**config.mk**
```make
export PLATFORM = sky130hd
export DESIGN_NAME = step_move_sequencer_flat
export DESIGN_NICKNAME = d
export VERILOG_FILES = /design/src/rtl/step_move_sequencer_if.sv /design/src/rtl/step_move_sequencer.sv /design/src/flat_wrapper.sv
export SDC_FILE = /design/constraint.sdc
export NUM_CORES = 1
export LEC_CHECK = 0
export ABC_AREA = 1
export BUFFER_PORTS_ARGS = -buffer_cell sky130_fd_sc_hd__buf_4
export CAP_MARGIN = 10
export CELL_PAD_IN_SITES_DETAIL_PLACEMENT = 1
export CELL_PAD_IN_SITES_GLOBAL_PLACEMENT = 2
export CORE_MARGIN = 1
export CORE_UTILIZATION = 30
export DETAILED_ROUTE_END_ITERATION = 8
export HOLD_SLACK_MARGIN = 0.08
export PLACE_DENSITY = 0.66
export SYNTH_ARGS = -nofsm -noshare
export SYNTH_HDL_FRONTEND = slang
export SYNTH_SLANG_ARGS = --single-unit
```
**constraint.sdc**
```tcl
create_clock -name CLK -period 6.91 [get_ports CLK]
set_clock_uncertainty 0.2 [all_clocks]
set_input_delay 0.3455 -clock CLK [delete_from_list [all_inputs] [get_ports CLK]]
set_output_delay 0.3455 -clock CLK [all_outputs]
set_load 0.01 [all_outputs]
```
**src/rtl/step_move_sequencer_if.sv**
```systemverilog
// rtl/step_move_sequencer_if.sv - move command handshake between the SPI decoder and the sequencer
interface step_move_sequencer_if #(
  parameter int COUNT_W  = 16,
  parameter int PERIOD_W = 16
);
  logic                cmd_valid;
  logic                cmd_ready;
  logic                cmd_dir;
  logic [COUNT_W-1:0]  cmd_steps;
  logic [PERIOD_W-1:0] cmd_period;

  modport master (
    output cmd_valid, cmd_dir, cmd_steps, cmd_period,
    input  cmd_ready
  );

  modport slave (
    input  cmd_valid, cmd_dir, cmd_steps, cmd_period,
    output cmd_ready
  );
endinterface

```
**src/rtl/step_move_sequencer.sv**
```systemverilog
// rtl/step_move_sequencer.sv - queued step/dir move player with DIR setup, pulse width and halt handling
module step_move_sequencer #(
  parameter int MOVE_DEPTH = 4,
  parameter int COUNT_W    = 16,
  parameter int PERIOD_W   = 16,
  parameter int PULSE_W    = 2,
  parameter int DIR_SETUP  = 4
) (
  input  logic                  CLK,
  input  logic                  resetn,
  input  logic                  enable,
  input  logic                  halt,
  step_move_sequencer_if.slave  cmd,
  output logic                  step_out,
  output logic                  dir_out,
  output logic                  buffer_dtr,
  output logic                  move_done,
  output logic                  busy
);

  localparam int AW = (MOVE_DEPTH > 1) ? $clog2(MOVE_DEPTH) : 1;
  localparam logic [PERIOD_W-1:0] MIN_PE  = PERIOD_W'(PULSE_W + 1);
  localparam logic [PERIOD_W-1:0] HIGH_M1 = PERIOD_W'(PULSE_W - 1);
  localparam logic [PERIOD_W-1:0] SETUP_M1 = PERIOD_W'(DIR_SETUP - 1);

  typedef enum logic [2:0] {
    S_IDLE, S_LOAD, S_DIR_WAIT, S_HIGH, S_LOW, S_DONE
  } state_t;

  logic                dir_mem    [MOVE_DEPTH];
  logic [COUNT_W-1:0]  steps_mem  [MOVE_DEPTH];
  logic [PERIOD_W-1:0] period_mem [MOVE_DEPTH];

  logic [AW-1:0] wr_ptr_q, rd_ptr_q;
  logic [AW:0]   count_q;
  logic          full, empty, push, pop;

  state_t              state_q, state_d;
  logic [PERIOD_W-1:0] tim_q, tim_d;
  logic [COUNT_W-1:0]  rem_q, rem_d;
  logic [PERIOD_W-1:0] pe_q, pe_d;
  logic                mv_dir_q, mv_dir_d;
  logic                dir_q, dir_d;
  logic                halt_pend_q, halt_pend_d;
  logic                step_q, done_q;
  logic [PERIOD_W-1:0] head_period, head_pe;

  assign full          = (count_q == (AW+1)'(MOVE_DEPTH));
  assign empty         = (count_q == '0);
  assign cmd.cmd_ready = !full && !halt;
  assign push          = cmd.cmd_valid && cmd.cmd_ready;
  assign buffer_dtr    = (count_q <= (AW+1)'(MOVE_DEPTH / 2));

  // A zero or too-short period is stretched so every LOW phase lasts at least one cycle
  assign head_period = period_mem[rd_ptr_q];
  assign head_pe     = (head_period < MIN_PE) ? MIN_PE : head_period;

  always_ff @(posedge CLK) begin
    if (push) begin
      dir_mem[wr_ptr_q]    <= cmd.cmd_dir;
      steps_mem[wr_ptr_q]  <= cmd.cmd_steps;
      period_mem[wr_ptr_q] <= cmd.cmd_period;
    end
  end

  always_ff @(posedge CLK or negedge resetn) begin
    if (!resetn) begin
      wr_ptr_q <= '0;
      rd_ptr_q <= '0;
      count_q  <= '0;
    end else if (halt) begin
      rd_ptr_q <= wr_ptr_q;
      count_q  <= '0;
    end else begin
      if (push) wr_ptr_q <= wr_ptr_q + 1'b1;
      if (pop)  rd_ptr_q <= rd_ptr_q + 1'b1;
      case ({push, pop})
        2'b10:   count_q <= count_q + 1'b1;
        2'b01:   count_q <= count_q - 1'b1;
        default: count_q <= count_q;
      endcase
    end
  end

  always_comb begin
    state_d     = state_q;
    tim_d       = tim_q;
    rem_d       = rem_q;
    pe_d        = pe_q;
    mv_dir_d    = mv_dir_q;
    dir_d       = dir_q;
    halt_pend_d = halt_pend_q;
    pop         = 1'b0;
    case (state_q)
      S_IDLE: begin
        halt_pend_d = 1'b0;
        if (enable && !halt && !empty) begin
          pop      = 1'b1;
          mv_dir_d = dir_mem[rd_ptr_q];
          rem_d    = steps_mem[rd_ptr_q];
          pe_d     = head_pe;
          state_d  = S_LOAD;
        end
      end
      S_LOAD: begin
        if (halt) begin
          state_d = S_IDLE;
        end else begin
          dir_d = mv_dir_q;
          if (rem_q == '0) begin
            state_d = S_DONE;
          end else if (mv_dir_q != dir_q) begin
            tim_d   = SETUP_M1;
            state_d = S_DIR_WAIT;
          end else begin
            tim_d   = HIGH_M1;
            state_d = S_HIGH;
          end
        end
      end
      S_DIR_WAIT: begin
        if (halt) begin
          state_d = S_IDLE;
        end else if (tim_q == '0) begin
          tim_d   = HIGH_M1;
          state_d = S_HIGH;
        end else begin
          tim_d = tim_q - 1'b1;
        end
      end
      S_HIGH: begin
        // A halt seen anywhere in the pulse is remembered so the pulse never gets cut short
        if (halt) halt_pend_d = 1'b1;
        if (tim_q == '0) begin
          rem_d = rem_q - 1'b1;
          if (halt || halt_pend_q) begin
            state_d = S_IDLE;
          end else begin
            tim_d   = pe_q - MIN_PE;
            state_d = S_LOW;
          end
        end else begin
          tim_d = tim_q - 1'b1;
        end
      end
      S_LOW: begin
        if (halt) begin
          state_d = S_IDLE;
        end else if (tim_q == '0) begin
          if (rem_q != '0) begin
            tim_d   = HIGH_M1;
            state_d = S_HIGH;
          end else begin
            state_d = S_DONE;
          end
        end else begin
          tim_d = tim_q - 1'b1;
        end
      end
      S_DONE:  state_d = S_IDLE;
      default: state_d = S_IDLE;
    endcase
  end

  always_ff @(posedge CLK or negedge resetn) begin
    if (!resetn) begin
      state_q     <= S_IDLE;
      tim_q       <= '0;
      rem_q       <= '0;
      pe_q        <= MIN_PE;
      mv_dir_q    <= 1'b0;
      dir_q       <= 1'b0;
      halt_pend_q <= 1'b0;
      step_q      <= 1'b0;
      done_q      <= 1'b0;
    end else begin
      state_q     <= state_d;
      tim_q       <= tim_d;
      rem_q       <= rem_d;
      pe_q        <= pe_d;
      mv_dir_q    <= mv_dir_d;
      dir_q       <= dir_d;
      halt_pend_q <= halt_pend_d;
      step_q      <= (state_d == S_HIGH);
      done_q      <= (state_d == S_DONE);
    end
  end

  assign step_out  = step_q;
  assign dir_out   = dir_q;
  assign move_done = done_q;
  assign busy      = (state_q != S_IDLE);

endmodule

```
**src/flat_wrapper.sv**
```systemverilog
// flat-port wrapper written by rule: the top's interface ports become plain ports
module step_move_sequencer_flat 
#(
  parameter int MOVE_DEPTH = 4,
  parameter int COUNT_W    = 16,
  parameter int PERIOD_W   = 16,
  parameter int PULSE_W    = 2,
  parameter int DIR_SETUP  = 4
)
  (CLK, resetn, enable, halt, step_out, dir_out, buffer_dtr, move_done, busy, cmd_cmd_valid, cmd_cmd_dir, cmd_cmd_steps, cmd_cmd_period, cmd_cmd_ready);
  step_move_sequencer_if #(.COUNT_W(COUNT_W), .PERIOD_W(PERIOD_W)) cmd_i ();
  input  logic CLK;
  input  logic resetn;
  input  logic enable;
  input  logic halt;
  output logic step_out;
  output logic dir_out;
  output logic buffer_dtr;
  output logic move_done;
  output logic busy;
  input wire logic [$bits(cmd_i.cmd_valid)-1:0] cmd_cmd_valid;
  input wire logic [$bits(cmd_i.cmd_dir)-1:0] cmd_cmd_dir;
  input wire logic [$bits(cmd_i.cmd_steps)-1:0] cmd_cmd_steps;
  input wire logic [$bits(cmd_i.cmd_period)-1:0] cmd_cmd_period;
  output wire logic [$bits(cmd_i.cmd_ready)-1:0] cmd_cmd_ready;
  assign cmd_i.cmd_valid = cmd_cmd_valid;
  assign cmd_i.cmd_dir = cmd_cmd_dir;
  assign cmd_i.cmd_steps = cmd_cmd_steps;
  assign cmd_i.cmd_period = cmd_cmd_period;
  assign cmd_cmd_ready = cmd_i.cmd_ready;
  step_move_sequencer #(.MOVE_DEPTH(MOVE_DEPTH), .COUNT_W(COUNT_W), .PERIOD_W(PERIOD_W), .PULSE_W(PULSE_W), .DIR_SETUP(DIR_SETUP)) u_core (.CLK(CLK), .resetn(resetn), .enable(enable), .halt(halt), .cmd(cmd_i), .step_out(step_out), .dir_out(dir_out), .buffer_dtr(buffer_dtr), .move_done(move_done), .busy(busy));
endmodule
```
== Word-level counts from Yosys, hierarchy flattened ==
Memories as Yosys holds them, arrays and structs flattened. A register that Yosys moved wholly into a read port is not among the register bits.
Index checks and enable logic that the tools add are counted.

* Register bits after elaboration: 62
* RAM bits: 132
* Output and inout bits: 6
* Logic and storage cells: 105
* Memories kept: 3

* Add/subtract/negate cells: 7
* Magnitude comparators: 2
* Equality and inequality tests: 19
* Multiplexer cells: 37
* Bitwise operators: 1
* Reductions and logical operators: 25

{| class="wikitable"
|+ Memory list
! memory !! words !! width !! read ports !! clocked after Yosys merged registers in !! wr ports !! line !! source
|-
| u_core.period_mem || 4 || 16 || 1 || 0 || 1 || step_move_sequencer.sv:32 || <nowiki>logic [PERIOD_W-1:0] period_mem [MOVE_DEPTH];</nowiki>
|-
| u_core.steps_mem || 4 || 16 || 1 || 0 || 1 || step_move_sequencer.sv:31 || <nowiki>logic [COUNT_W-1:0] steps_mem [MOVE_DEPTH];</nowiki>
|-
| u_core.dir_mem || 4 || 1 || 1 || 1 || 1 || step_move_sequencer.sv:30 || <nowiki>logic dir_mem [MOVE_DEPTH];</nowiki>
|}

{| class="wikitable"
|+ Operator list
! operator !! count
|-
| $mux W16 || 12
|-
| $pmux W16 S4 || 1
|-
| $mux W3 || 11
|-
| $logic_not A16 Y1 || 2
|-
| $pmux W16 S2 || 1
|-
| $sub A16 B1 Y16 const B || 2
|-
| $lt A16 B2 Y1 const B || 1
|-
| $reduce_bool A16 Y1 || 1
|-
| $sub A16 B2 Y16 const B || 1
|-
| $pmux W3 S5 || 1
|-
| $ne A2 B2 Y1 const B || 5
|-
| $eq A3 B2 Y1 const B || 3
|-
| $eq A3 B3 Y1 const B || 3
|-
| $reduce_and A2 Y1 || 4
|-
| $reduce_and A7 Y1 || 1
|-
| $logic_not A3 Y1 || 2
|-
| $mux W1 || 6
|-
| $mux W2 || 3
|-
| $ne A3 B3 Y1 const B || 2
|-
| $pmux W3 S2 || 1
|-
| $reduce_bool A3 Y1 || 2
|-
| $add A2 B1 Y2 const B || 2
|-
| $logic_and A1 B1 Y1 || 4
|-
| $logic_not A1 Y1 || 4
|-
| 14 further kinds || 16
|}

== Depth between registers and ports, before layout ==
* Depth in word-level cells: 8
* Mapped depth: 12

== Least setup slack after synthesis ==
OpenSTA, ideal clock, no wires.

* Kind: input to register
* From: input port halt
* To: memory u_core.dir_mem[0], enable pin
* Setup time: 0.423 ns
* Data arrival time: 2.414 ns
* Required time: 6.287 ns
* Path slack: 3.873 ns
* Stages on the path: 4
* Path through: buf_4 -> a31oi_1 -> nand2_2 -> nor2_1

* Word-level cells in the longest chain between the ends: 5

{| class="wikitable"
|+ Ends and longest elaborated chain
! what !! line !! source
|-
| start, declared || flat_wrapper.sv:15 || <nowiki>input logic halt;</nowiki>
|-
| $logic_not A1 Y1 || step_move_sequencer.sv:50 || <nowiki>assign cmd.cmd_ready = !full && !halt;</nowiki>
|-
| $logic_and A1 B1 Y1 || step_move_sequencer.sv:50 ||
|-
| net cmd_cmd_ready || flat_wrapper.sv:25 || <nowiki>output wire logic [$bits(cmd_i.cmd_ready)-1:0] cmd_cmd_ready;</nowiki>
|-
| $logic_and A1 B1 Y1 || step_move_sequencer.sv:51 || <nowiki>assign push = cmd.cmd_valid && cmd.cmd_ready;</nowiki>
|-
| $mux W1 || step_move_sequencer.sv:59 || <nowiki>if (push) begin</nowiki>
|-
| $mux W1 (implied by the code) || step_move_sequencer.sv:60 || <nowiki>dir_mem[wr_ptr_q] <= cmd.cmd_dir;</nowiki>
|-
| end, declared || step_move_sequencer.sv:30 ||
|}

The timed path passes the listed nets, and every way through them passes these cells.

== Final worst setup path ==
* From: register u_core.rd_ptr_q[0]
* To: register u_core.rem_q[8]

* Word-level cells in the longest chain between the ends: 3

{| class="wikitable"
|+ Ends and longest elaborated chain
! what !! line !! source
|-
| start, declared || step_move_sequencer.sv:34 || <nowiki>logic [AW-1:0] wr_ptr_q, rd_ptr_q;</nowiki>
|-
| start signal, assigned || step_move_sequencer.sv:72 || <nowiki>rd_ptr_q <= wr_ptr_q;</nowiki>
|-
| start signal, assigned || step_move_sequencer.sv:76 || <nowiki>if (pop) rd_ptr_q <= rd_ptr_q + 1'b1;</nowiki>
|-
| $mem_v2 Z4 W16 || - ||
|-
| $mux W16 || step_move_sequencer.sv:97 || <nowiki>if (enable && !halt && !empty) begin</nowiki>
|-
| $pmux W16 S2 || step_move_sequencer.sv:94 || <nowiki>case (state_q)</nowiki>
|-
| end signal, assigned || step_move_sequencer.sv:179 || <nowiki>rem_q <= rem_d;</nowiki>
|-
| end, declared || step_move_sequencer.sv:40 || <nowiki>logic [COUNT_W-1:0] rem_q, rem_d;</nowiki>
|}

Every way passes these cells. The select of a mux whose other input is x is not followed.
A chain may end at the register's enable or synchronous reset.

==> impl_metrics.yaml <==
drt:
  first_pass_iters: 4
  drtIter0Drc: 299
  drt_wl_total_um: 24350
  viasPerCell: 4.675
  drc: 0
  vias: 6840
  ant_nets: 0
  avgRoutedWirePerCell_um: 16.65
sta:
  rsz0062_at_grt: "false"
  max_freq_mhz: 350.0
  period_minus_slack_ps: 2857
  fin_ws_ps: 4053
  hold_ws_ps: 98.08
  setup_tns_ps: 0
  relSlewSlack_pct: 25.41
  setup_viol: 0
  hold_viol: 0
  tightest_slew_ps: 1118
  slew_viol_final: 0
  fin_crit_sh_pct: 41.35
logic_synthesis:
  netlist_top_cells_count: "272 x nand2_1, 132 x edfxtp_1, 119 x nor2_1, 96 x nand3_1"
  syn_area_mm2: 0.009295
  yosysMostFrequentCell: "nand2_1"
  yosys_warnings: 0
  ys_seq_area_share_pct: 59.63
  yosys.area.top_type: "edfxtp_1"
  syn-instance-count: 985
  synth_cell_types: 40
  syn_nets: 1031
  syn-mean-instance-area_um2: 9.437
  synth_top_area_share_pct: 42.64
  synth_area_leaders: "edfxtp_1 43%, dfrtp_1 16%, nand2_1 11%, nand3_1 5.2%, nor2_1 4.8%"
  ys.flop_type: "edfxtp_1"
  async_reset_ff_share_pct: 32.31
  synth-edff-count: 132
  ys_seq_elements: 195
grt:
  grt_overflow: 0
  grt_pass1_vias: 7215
  grt_max_degree: 73
  grt_pass1_wl_um: 39990
  grt.total_usage_pct: 16.55
  antenna_found_initial: 0
worst_setup_path:
  path_class: "reg -> reg"
  r2r_slack_ps: 4050
  critical_path.endpoint: "u_core.rem_q[8]"
  start_kind: "flip-flop"
  cp.buffers_inverters: 2
  worstReg2RegStart: "u_core.rd_ptr_q[0]"
  critPathArrivalTime_ps: 3020
  cp.depth: 8
  r2r_cells: 8
  crit_chain: "buf_4 > inv_2 > o21ai_0 > o22ai_1 > nand2_1 > o21ai_0 > nand2_1 > o21ai_1"
  slowest_delay_ps: 890
  critPathTopFamily: "buffers and inverters"
  worst_r2r_endpoint: "u_core.rem_q[8]"
  critPathLaunch: "u_core.rd_ptr_q[0]"
  required_ps: 7080
  cp-end-kind: "flip-flop"
  path_max_fanout: 72
  crit_slowest_cell: "inv_2"
place:
  portBuffers: 43
  dp_slack_ps: 4051
  numPlacedInstances: 1397
  globalplace.congestion: 0.7372
  hpwl_um: 15710
finish:
  num-nets-final: 1100
  drive_above_1_share_pct: 12.56
  diodes: 0
  area_delta_synth_final_pct: 17.39
  final_cells: 1463
floorplanning:
  fp.coreArea_mm2: 0.03051
  initial_core_util_pct: 30.47
  dieArea_mm2: 0.03169
  die_x_um: 178.0
  rows: 64
  ios: 44
  die_h_um: 178.0
clock_network:
  cts_buffers: 17
  clk_path_buf_depth: 2
  clkTransAtPathRegs_ps: 80
  cts_tree: "yes"
  clock_latency_ps: 440
  cts_repair_resize_count: 0
  cts.htree.levels: 4
  cts_sinks: 195
  cts_root_buf: "clkbuf_16"
job:
  drv_cap: 0
pwr:
  leakagePower_nw: 4.497
  ir_worst_vdd_mv: 0.1611
  power_density_mw_per_mm2: 415.2
worst_hold_path:
  hp-class: "in -> reg"
  hold_path_depth: 3
outcome:
  status: "complete, no violations"
==> routing by layer <==
metal	up-vias	global-route usage, %	wire, um
met5	-	0	0
met4	0	4.167	212
met3	15	2.366	415
met2	68	26.38	11140
met1	3340	23.51	12580
li1	3417	-	-
==> how the worst min path moves through the flow <==
stage                     from            endpoint  slack (ps)
3_5_place_dp   u_core.tim_q[1]     u_core.tim_q[1]         280
5_1_grt                   halt  u_core.rd_ptr_q[0]         130
2_1_floorplan           resetn   u_core.count_q[0]        -150
3_3_place_gp   u_core.tim_q[0]     u_core.tim_q[0]         270
6_report                  halt  u_core.rd_ptr_q[0]         100
4_1_cts                   halt  u_core.rd_ptr_q[0]          80
==> cell type report <==
type                    instances  area [um2]
flip-flops and latches        195        5544
repair buffers                 84       715.7
fillers                      3512       19600
clock buffers                  19       432.9
multi-input cells             681        3299
clock inverters                13       142.6
well taps                     396       495.5
inverters                      75       281.5
==> worst min-delay path, delay by kind of cell <==
family / cells / cell delay (ps)
simple gates: 1 / 90
buf+inv: 1 / 170
compound gates: 1 / 90
==> flip-flops by register name, indices dropped and copies added, names as in the netlist, 2 cells and up <==
name and count:
u_core.dir_mem 4, u_core.rem_q 16, u_core.pe_q 16, u_core.count_q 3, u_core.rd_ptr_q 2, u_core.steps_mem 64, u_core.wr_ptr_q 2, u_core.state_q 3
u_core.period_mem 64, u_core.tim_q 16
==> logic make-up after synthesis <==
family                     Yosys count  share of synthesized area, %
and+or+nand+nor                    531                         24.50
DFF                                195                         59.63
AOI/OAI and AO/OA                  117                         7.134
buffers and inverters              109                         5.196
xor gates and xnor gates            24                         2.261
adders and majority gates            8                         1.158
muxes                                1                        0.1211
==> stage by stage <==
step / power, mW / util [%] / area (um2)
5_1_grt: 4.927 / 35.77 / 10910
3_3_place_gp: 3.560 / 32.76 / 9996
3_5_place_dp: 3.577 / 32.76 / 9996
6_report: 4.530 / 35.77 / 10910
2_1_floorplan: 3.017 / - / 9295
4_1_cts: 4.610 / 35.77 / 10910
==> what timing repair did <==
action                                 CTS  global route
buffers inserted                         0             0
hold buffers                            34             0
endpoints found under the hold margin  193             0
==> power breakdown <==
group | internal, mW | switching (mW) | leakage [nW]
Sequential | 1.49 | 0.185 | 2.00
Combinational | 0.581 | 1.28 | 2.22
Clock | 0.513 | 0.482 | 0.280
Total | 2.59 | 1.94 | 4.50
==> cell usage in the layout (no fill, tap or decap), types with 14 or more instances in the layout <==
cell / instances
buf_4: 50
o21ai_0: 67
edfxtp_1: 132
nor2_1: 115
inv_1: 67
clkbuf_16: 17
dlygate4sd3_1: 34
xor2_1: 18
dfrtp_1: 60
nand2_1: 272
nand3_1: 96
nand2_2: 14
(Power assumes the default switching activity.)
